### src/rtl/cram_backup_ctrl.sv
// cram_backup_ctrl: streams cartridge RAM to/from 512-byte save-file sectors on idle cycles of the shared cart RAM port.
//
// Ports:
//   clk_sys, reset_n                      system clock, asynchronous active-low reset
//   ce_cpu                                CPU cycle; the CPU owns the RAM port whenever it is high
//   has_ram, mbc2_mode, ram_mask          cartridge RAM description (MBC2 nibble RAM, 1-4 banks of 8 KB)
//   cpu_cram_addr/_wr/_di                 CPU side of the RAM port
//   cram_addr/_wr/_wdata, cram_rdata      shared RAM port (read data one cycle after the address)
//   save_req, load_req, busy, done        transfer control and status
//   bk_lba, bk_wr, bk_rd, bk_ack          sector request handshake with the host
//   bk_dout/_valid/_ready                 save byte stream towards the host
//   bk_din/_valid/_ready                  load byte stream from the host
`timescale 1ns/1ps
module cram_backup_ctrl (
    input  logic        clk_sys,
    input  logic        reset_n,
    input  logic        ce_cpu,
    input  logic        has_ram,
    input  logic        mbc2_mode,
    input  logic [1:0]  ram_mask,
    input  logic [16:0] cpu_cram_addr,
    input  logic        cpu_cram_wr,
    input  logic [7:0]  cpu_cram_di,
    output logic [16:0] cram_addr,
    output logic        cram_wr,
    output logic [7:0]  cram_wdata,
    input  logic [7:0]  cram_rdata,
    input  logic        save_req,
    input  logic        load_req,
    output logic        busy,
    output logic        done,
    output logic [5:0]  bk_lba,
    output logic        bk_wr,
    output logic        bk_rd,
    input  logic        bk_ack,
    output logic [7:0]  bk_dout,
    output logic        bk_dout_valid,
    input  logic        bk_dout_ready,
    input  logic [7:0]  bk_din,
    input  logic        bk_din_valid,
    output logic        bk_din_ready
);
    typedef enum logic [2:0] {S_IDLE, S_REQ, S_XFER, S_ACKW, S_DONE} state_t;

    state_t     state;
    logic [5:0] sector;
    logic [8:0] byte_idx;
    logic       saving;
    logic       rd_pend;
    logic [5:0] last_sector;
    logic       in_xfer;
    logic       save_hs;
    logic       load_hs;
    logic       rd_issue;
    logic [8:0] eng_byte;
    logic [7:0] eng_wdata;

    assign last_sector  = mbc2_mode ? 6'd0 : {ram_mask, 4'hF};
    assign in_xfer      = state == S_XFER;
    assign save_hs      = in_xfer && saving && bk_dout_valid && bk_dout_ready;
    assign bk_din_ready = in_xfer && !saving && bk_ack && !ce_cpu;
    assign load_hs      = bk_din_valid && bk_din_ready;
    // The next read may overlap the handshake of the current byte, giving
    // one byte every two engine cycles when the host never stalls.
    assign rd_issue     = in_xfer && saving && bk_ack && !ce_cpu && !rd_pend &&
                          (!bk_dout_valid || (save_hs && byte_idx != 9'd511));
    assign eng_byte     = bk_dout_valid ? byte_idx + 9'd1 : byte_idx;
    assign eng_wdata    = load_hs ? (mbc2_mode ? {4'hF, bk_din[3:0]} : bk_din) : 8'h00;
    assign bk_lba       = sector;

    // CPU has strict priority; its writes are masked while a load restores RAM.
    always_comb begin
        cram_addr  = ce_cpu ? cpu_cram_addr : {2'b00, sector, eng_byte};
        cram_wr    = ce_cpu ? (cpu_cram_wr && !(busy && !saving)) : load_hs;
        cram_wdata = ce_cpu ? cpu_cram_di : eng_wdata;
    end

    always_ff @(posedge clk_sys or negedge reset_n) begin
        if (!reset_n) begin
            state         <= S_IDLE;
            sector        <= 6'd0;
            byte_idx      <= 9'd0;
            saving        <= 1'b0;
            rd_pend       <= 1'b0;
            busy          <= 1'b0;
            done          <= 1'b0;
            bk_wr         <= 1'b0;
            bk_rd         <= 1'b0;
            bk_dout       <= 8'h00;
            bk_dout_valid <= 1'b0;
        end else begin
            done <= 1'b0;
            case (state)
                S_IDLE: begin
                    if (save_req || load_req) begin
                        if (!has_ram) begin
                            done <= 1'b1;
                        end else begin
                            busy   <= 1'b1;
                            saving <= save_req;
                            sector <= 6'd0;
                            bk_wr  <= save_req;
                            bk_rd  <= !save_req;
                            state  <= S_REQ;
                        end
                    end
                end
                S_REQ: begin
                    if (bk_ack) begin
                        bk_wr         <= 1'b0;
                        bk_rd         <= 1'b0;
                        byte_idx      <= 9'd0;
                        rd_pend       <= 1'b0;
                        bk_dout_valid <= 1'b0;
                        state         <= S_XFER;
                    end
                end
                S_XFER: begin
                    if (!bk_ack) begin
                        // host abandoned the sector: abort without completion
                        state         <= S_IDLE;
                        busy          <= 1'b0;
                        bk_dout_valid <= 1'b0;
                        rd_pend       <= 1'b0;
                    end else begin
                        // read data arrives one cycle after the address,
                        // even if that cycle belongs to the CPU
                        if (rd_pend) begin
                            bk_dout       <= mbc2_mode ? {4'hF, cram_rdata[3:0]} : cram_rdata;
                            bk_dout_valid <= 1'b1;
                        end else if (save_hs) begin
                            bk_dout_valid <= 1'b0;
                        end
                        rd_pend <= rd_issue;
                        if (save_hs || load_hs) begin
                            byte_idx <= byte_idx + 9'd1;
                            if (byte_idx == 9'd511) state <= S_ACKW;
                        end
                    end
                end
                S_ACKW: begin
                    if (!bk_ack) begin
                        if (sector == last_sector) begin
                            state <= S_DONE;
                        end else begin
                            sector <= sector + 6'd1;
                            bk_wr  <= saving;
                            bk_rd  <= !saving;
                            state  <= S_REQ;
                        end
                    end
                end
                S_DONE: begin
                    done  <= 1'b1;
                    busy  <= 1'b0;
                    state <= S_IDLE;
                end
                default: state <= S_IDLE;
            endcase
        end
    end
endmodule

### config.mk
export PLATFORM = sky130hd
export DESIGN_NAME = cram_backup_ctrl
export DESIGN_NICKNAME = d
export VERILOG_FILES = /design/src/rtl/cram_backup_ctrl.sv
export SDC_FILE = /design/constraint.sdc
export NUM_CORES = 1
export LEC_CHECK = 0
export ABC_CLOCK_PERIOD_IN_PS = 2350
export CAP_MARGIN = 5
export CORE_MARGIN = 2
export CORE_UTILIZATION = 42
export DETAILED_ROUTE_END_ITERATION = 12
export HOLD_SLACK_MARGIN = 0.1
export PLACE_DENSITY = 0.8
export SLEW_MARGIN = 0
export SYNTH_ARGS = -nofsm -noshare
export SYNTH_HDL_FRONTEND = slang
export SYNTH_SLANG_ARGS = --single-unit
### constraint.sdc
create_clock -name clk_sys -period 2.35 [get_ports clk_sys]
set_input_delay 0.3525 -clock clk_sys [delete_from_list [all_inputs] [get_ports clk_sys]]
set_output_delay 0.3525 -clock clk_sys [all_outputs]
set_load 0.1 [all_outputs]
==> tab_implementation.tex <==
\begin{tabular}{lr}
\hline
Metric & Value \\
\hline
\multicolumn{2}{l}{\textbf{Run status}} \\
Result of the run & finished with violations \\
Violated checks & setup timing \\
\multicolumn{2}{l}{\textbf{Clock network}} \\
CTS clk-pin slew, worst paths & 70 ps \\
Deepest level of the CTS H-tree & 2 \\
Number of sinks on the clock net & 33 \\
Insertion delay to the later sink of the worst-skew pair & 290 ps \\
Deepest clock path buffer count & 2 \\
Root Buffer Master & sky130\_fd\_sc\_hd\_\_clkbuf\_8 \\
TritonCTS Buffers & 5 \\
CTS tree & yes \\
\multicolumn{2}{l}{\textbf{Timing}} \\
Final period demand of the worst path & 2440 ps \\
Setup TNS & -89.2 ps \\
\# setup viols final & 1 \\
Unrepaired setup endpoints after global routing & true \\
Max\_slew headroom & 0.712 \\
Post-Route Skew & 3.65 ps \\
Pin slew with the least headroom to its limit & 431 ps \\
Crit share post-route & 1.04 \\
Fin Hold WS & 464 ps \\
Highest clock rate & 0.410 GHz \\
Minimum setup slack in the final design & -89.2 ps \\
Number of pins with negative max-slew slack in the final report & 0 \\
Hold Vio Cnt, Final & 0 \\
\multicolumn{2}{l}{\textbf{Route}} \\
Initial drt markers & 113 \\
Count of TritonRoute iterations in the first routing pass & 4 \\
Total Routed Length & 6.59 mm \\
Drt via density & 5.40 \\
Remaining design rule violation count & 0 \\
Residual antenna-violating net count after detailed routing & 0 \\
Via count & 2391 \\
Drt wl/cell & 14.9 um \\
\multicolumn{2}{l}{\textbf{Worst setup path}} \\
Worst-path fanout max & 2 \\
Critical register-to-register path endpoint & bk\_wr \\
Kind of critical path & reg -> out \\
Required time of the critical path & 2000 ps \\
Crit path capture type & output pin \\
Setup crit start kind & flop \\
Depth of the worst register-to-register path & 5 \\
Reg-to-reg slack, setup & 220 ps \\
Arrival time reported for the critical path endpoint & 2090 ps \\
Capture point of the worst path & cram\_addr[8] \\
Worst r2r src & bk\_lba[0] \\
Critical path origin & byte\_idx[1] \\
\multicolumn{2}{l}{\textbf{Synthesis}} \\
Distinct cells, synth & 53 \\
Cell count after synthesis & 256 \\
Register area share after synthesis & 0.375 \\
Top cells by area in the synthesized netlist & sky130\_fd\_sc\_hd\_\_dfrtp\_1 (38\%), sky130\_fd\_sc\_hd\_\_nand2\_1 (6.7\%), sky130\_fd\_sc\_hd\_\_o21ai\_0 (6.4\%), sky130\_fd\_sc\_hd\_\_a21oi\_1 (3.6\%), sky130\_fd\_sc\_hd\_\_mux2\_2 (3.6\%) \\
Synth top area share & 0.375 \\
Net Count, Synth & 313 \\
Post-Syn Area & 2200 um\^{}2 \\
Ys async rst share & 1.00 \\
Syn. warnings & 0 \\
Post-synthesis average cell area & 8.60 um\^{}2 \\
Number of enable flip-flop cells after synthesis & 0 \\
Cell taking the most area after synthesis & sky130\_fd\_sc\_hd\_\_dfrtp\_1 \\
Number of register bits inferred by synthesis & 33 \\
Top flip-flop cell by instance count after synthesis & sky130\_fd\_sc\_hd\_\_dfrtp\_1 \\
\multicolumn{2}{l}{\textbf{Power}} \\
Peak ir drop on the vdd network & 1.06 mV \\
Total leakage power & 1.63 nW \\
Power density relative to cell area & 820 nW/um\^{}2 \\
\multicolumn{2}{l}{\textbf{Floorplanning}} \\
Number of core rows & 26 \\
Initial core utilization & 0.434 \\
Die area & 5840 um\^{}2 \\
DIE WIDTH & 76.4 um \\
Boundary pin count & 100 \\
Floorplan Core Area & 5070 um\^{}2 \\
Height of the die & 76.4 um \\
\multicolumn{2}{l}{\textbf{GRT}} \\
Overall Global Routing Usage & 0.230 \\
First-pass GRT wire length & 11.0 mm \\
Maximum number of pins on one net before global-route repair & 40 \\
Via count of the first global-routing pass & 2319 \\
Global-route congestion overflow total & 0 \\
Initial antenna violation count & 0 \\
\multicolumn{2}{l}{\textbf{Placement}} \\
Input/output buffers & 99 \\
Post-detailed-placement half-perimeter wirelength & 5.03 mm \\
Placed Instances & 432 \\
Placed cell areas & 3690 um\^{}2 \\
Routability congestion estimate & 0.910 \\
\multicolumn{2}{l}{\textbf{Final layout}} \\
Commonest non-fill, non-tap cell in the layout & sky130\_fd\_sc\_hd\_\_clkdlybuf4s50\_1 \\
Number of non-filler instances in the completed layout & 443 \\
Area growth from synthesis to layout & 74.8\% \\
Fraction of the core area covered by cells at the end of the flow & 0.758 \\
Nets@finish & 429 \\
Ant. Diodes & 0 \\
Most frequent cells in the layout & sky130\_fd\_sc\_hd\_\_clkdlybuf4s50\_1 (52), sky130\_fd\_sc\_hd\_\_buf\_4 (40), sky130\_fd\_sc\_hd\_\_nand2\_1 (39), sky130\_fd\_sc\_hd\_\_dfrtp\_1 (29), sky130\_fd\_sc\_hd\_\_buf\_12 (28) \\
Fraction of final layout cells sized beyond drive strength 1 & 0.314 \\
Total non-filler cell area in the finished layout & 3850 um\^{}2 \\
\multicolumn{2}{l}{\textbf{Hold path}} \\
Kind of path behind the tightest hold check & in -> async \\
\multicolumn{2}{l}{\textbf{Flow run}} \\
Number of maximum-capacitance constraint violations & 0 \\
\hline
\end{tabular}
Yosys cell counts, types with 4 or more instances:
| master | n |
|---|---|
| sky130_fd_sc_hd__nor2_1 | 20 |
| sky130_fd_sc_hd__a21oi_1 | 16 |
| sky130_fd_sc_hd__a31oi_1 | 6 |
| sky130_fd_sc_hd__dfrtp_1 | 33 |
| sky130_fd_sc_hd__a22o_1 | 7 |
| sky130_fd_sc_hd__xor2_1 | 7 |
| sky130_fd_sc_hd__mux2_1 | 4 |
| sky130_fd_sc_hd__mux2_2 | 7 |
| sky130_fd_sc_hd__nand2_1 | 39 |
| sky130_fd_sc_hd__clkbuf_1 | 6 |
| sky130_fd_sc_hd__or3_1 | 4 |
| sky130_fd_sc_hd__nand3_1 | 6 |
| sky130_fd_sc_hd__inv_1 | 6 |
| sky130_fd_sc_hd__o21ai_0 | 28 |
| sky130_fd_sc_hd__nand2b_1 | 6 |
worst min-delay path by stage:
stage,start,end,depth (start not counted)
floorplan,reset_n,bk_dout[0],0
finish,reset_n,byte_idx[2],2
global placement,bk_dout[7],bk_dout[7],2
CTS,reset_n,byte_idx[2],2
global route,reset_n,byte_idx[4],2
detailed placement,bk_dout[6],bk_dout[6],2
worst max-delay path, cell delays in order, from the launching register on:
cell	delay, ps
sky130_fd_sc_hd__dfrtp_1	390
sky130_fd_sc_hd__ha_2	190
sky130_fd_sc_hd__and3_4	170
sky130_fd_sc_hd__and3_4	180
sky130_fd_sc_hd__and3_4	190
sky130_fd_sc_hd__ha_4	270
sky130_fd_sc_hd__mux2i_4	70
sky130_fd_sc_hd__o21ai_4	150
sky130_fd_sc_hd__buf_12	190
power by group:
group          total (mW)  internal, mW  switching (mW)  leakage (nW)
clock network       0.412         0.210           0.202        0.0395
logic                1.92         0.596            1.32          1.15
registers           0.824         0.688           0.136         0.437
cell type report:
| class | instances | area (um^2) |
|---|---|---|
| repair buffers | 121 | 1390 |
| well taps | 70 | 87.6 |
| inverters | 7 | 26.3 |
| flip-flops and latches | 33 | 831 |
| clock buffers | 8 | 80.1 |
| fillers | 365 | 1230 |
| multi-input cells | 204 | 1440 |
routing by layer:
layer	up-vias	share of wire	global-route usage
li1	1165	-	-
met1	1140	0.42	0.287
met2	77	0.51	0.401
met3	9	0.054	0.0521
met4	0	0.013	0.0582
met5	-	0	0
state kept, by name, indices dropped and copies added (netlist names), 3 cells and up:
| name | cells |
|---|---|
| byte_idx | 9 |
| bk_dout | 8 |
| bk_lba | 6 |
| state | 3 |
per-stage QoR:
stage / power (mW) / setup slack, ps
after global placement: 2.71 / -74.6
after detailed placement: 2.74 / -132
after global routing: 3.29 / -146
final: 3.15 / -89.2
after floorplan: 2.17 / -366
after CTS: 3.16 / -96.0
kinds of logic (layout without fill, tap and decap cells):
logic type / Yosys count / after routing / synth area share
AOI/OAI and AO/OA: 78 / 78 / 0.226
adders and majority gates: 3 / 3 / 0.0171
buffers and inverters: 19 / 136 / 0.0472
DFF: 33 / 33 / 0.375
and+or+nand+nor: 100 / 100 / 0.229
xor gates and xnor gates: 9 / 9 / 0.0358
muxes: 14 / 14 / 0.0699
repair_timing:
action                                  CTS  global route
resized for setup                         6             2
pin swaps                                 4             1
buffers inserted                          2             1
endpoints found under the setup margin    2             3
hold buffers                              0             0
(Power assumes the default switching activity.)
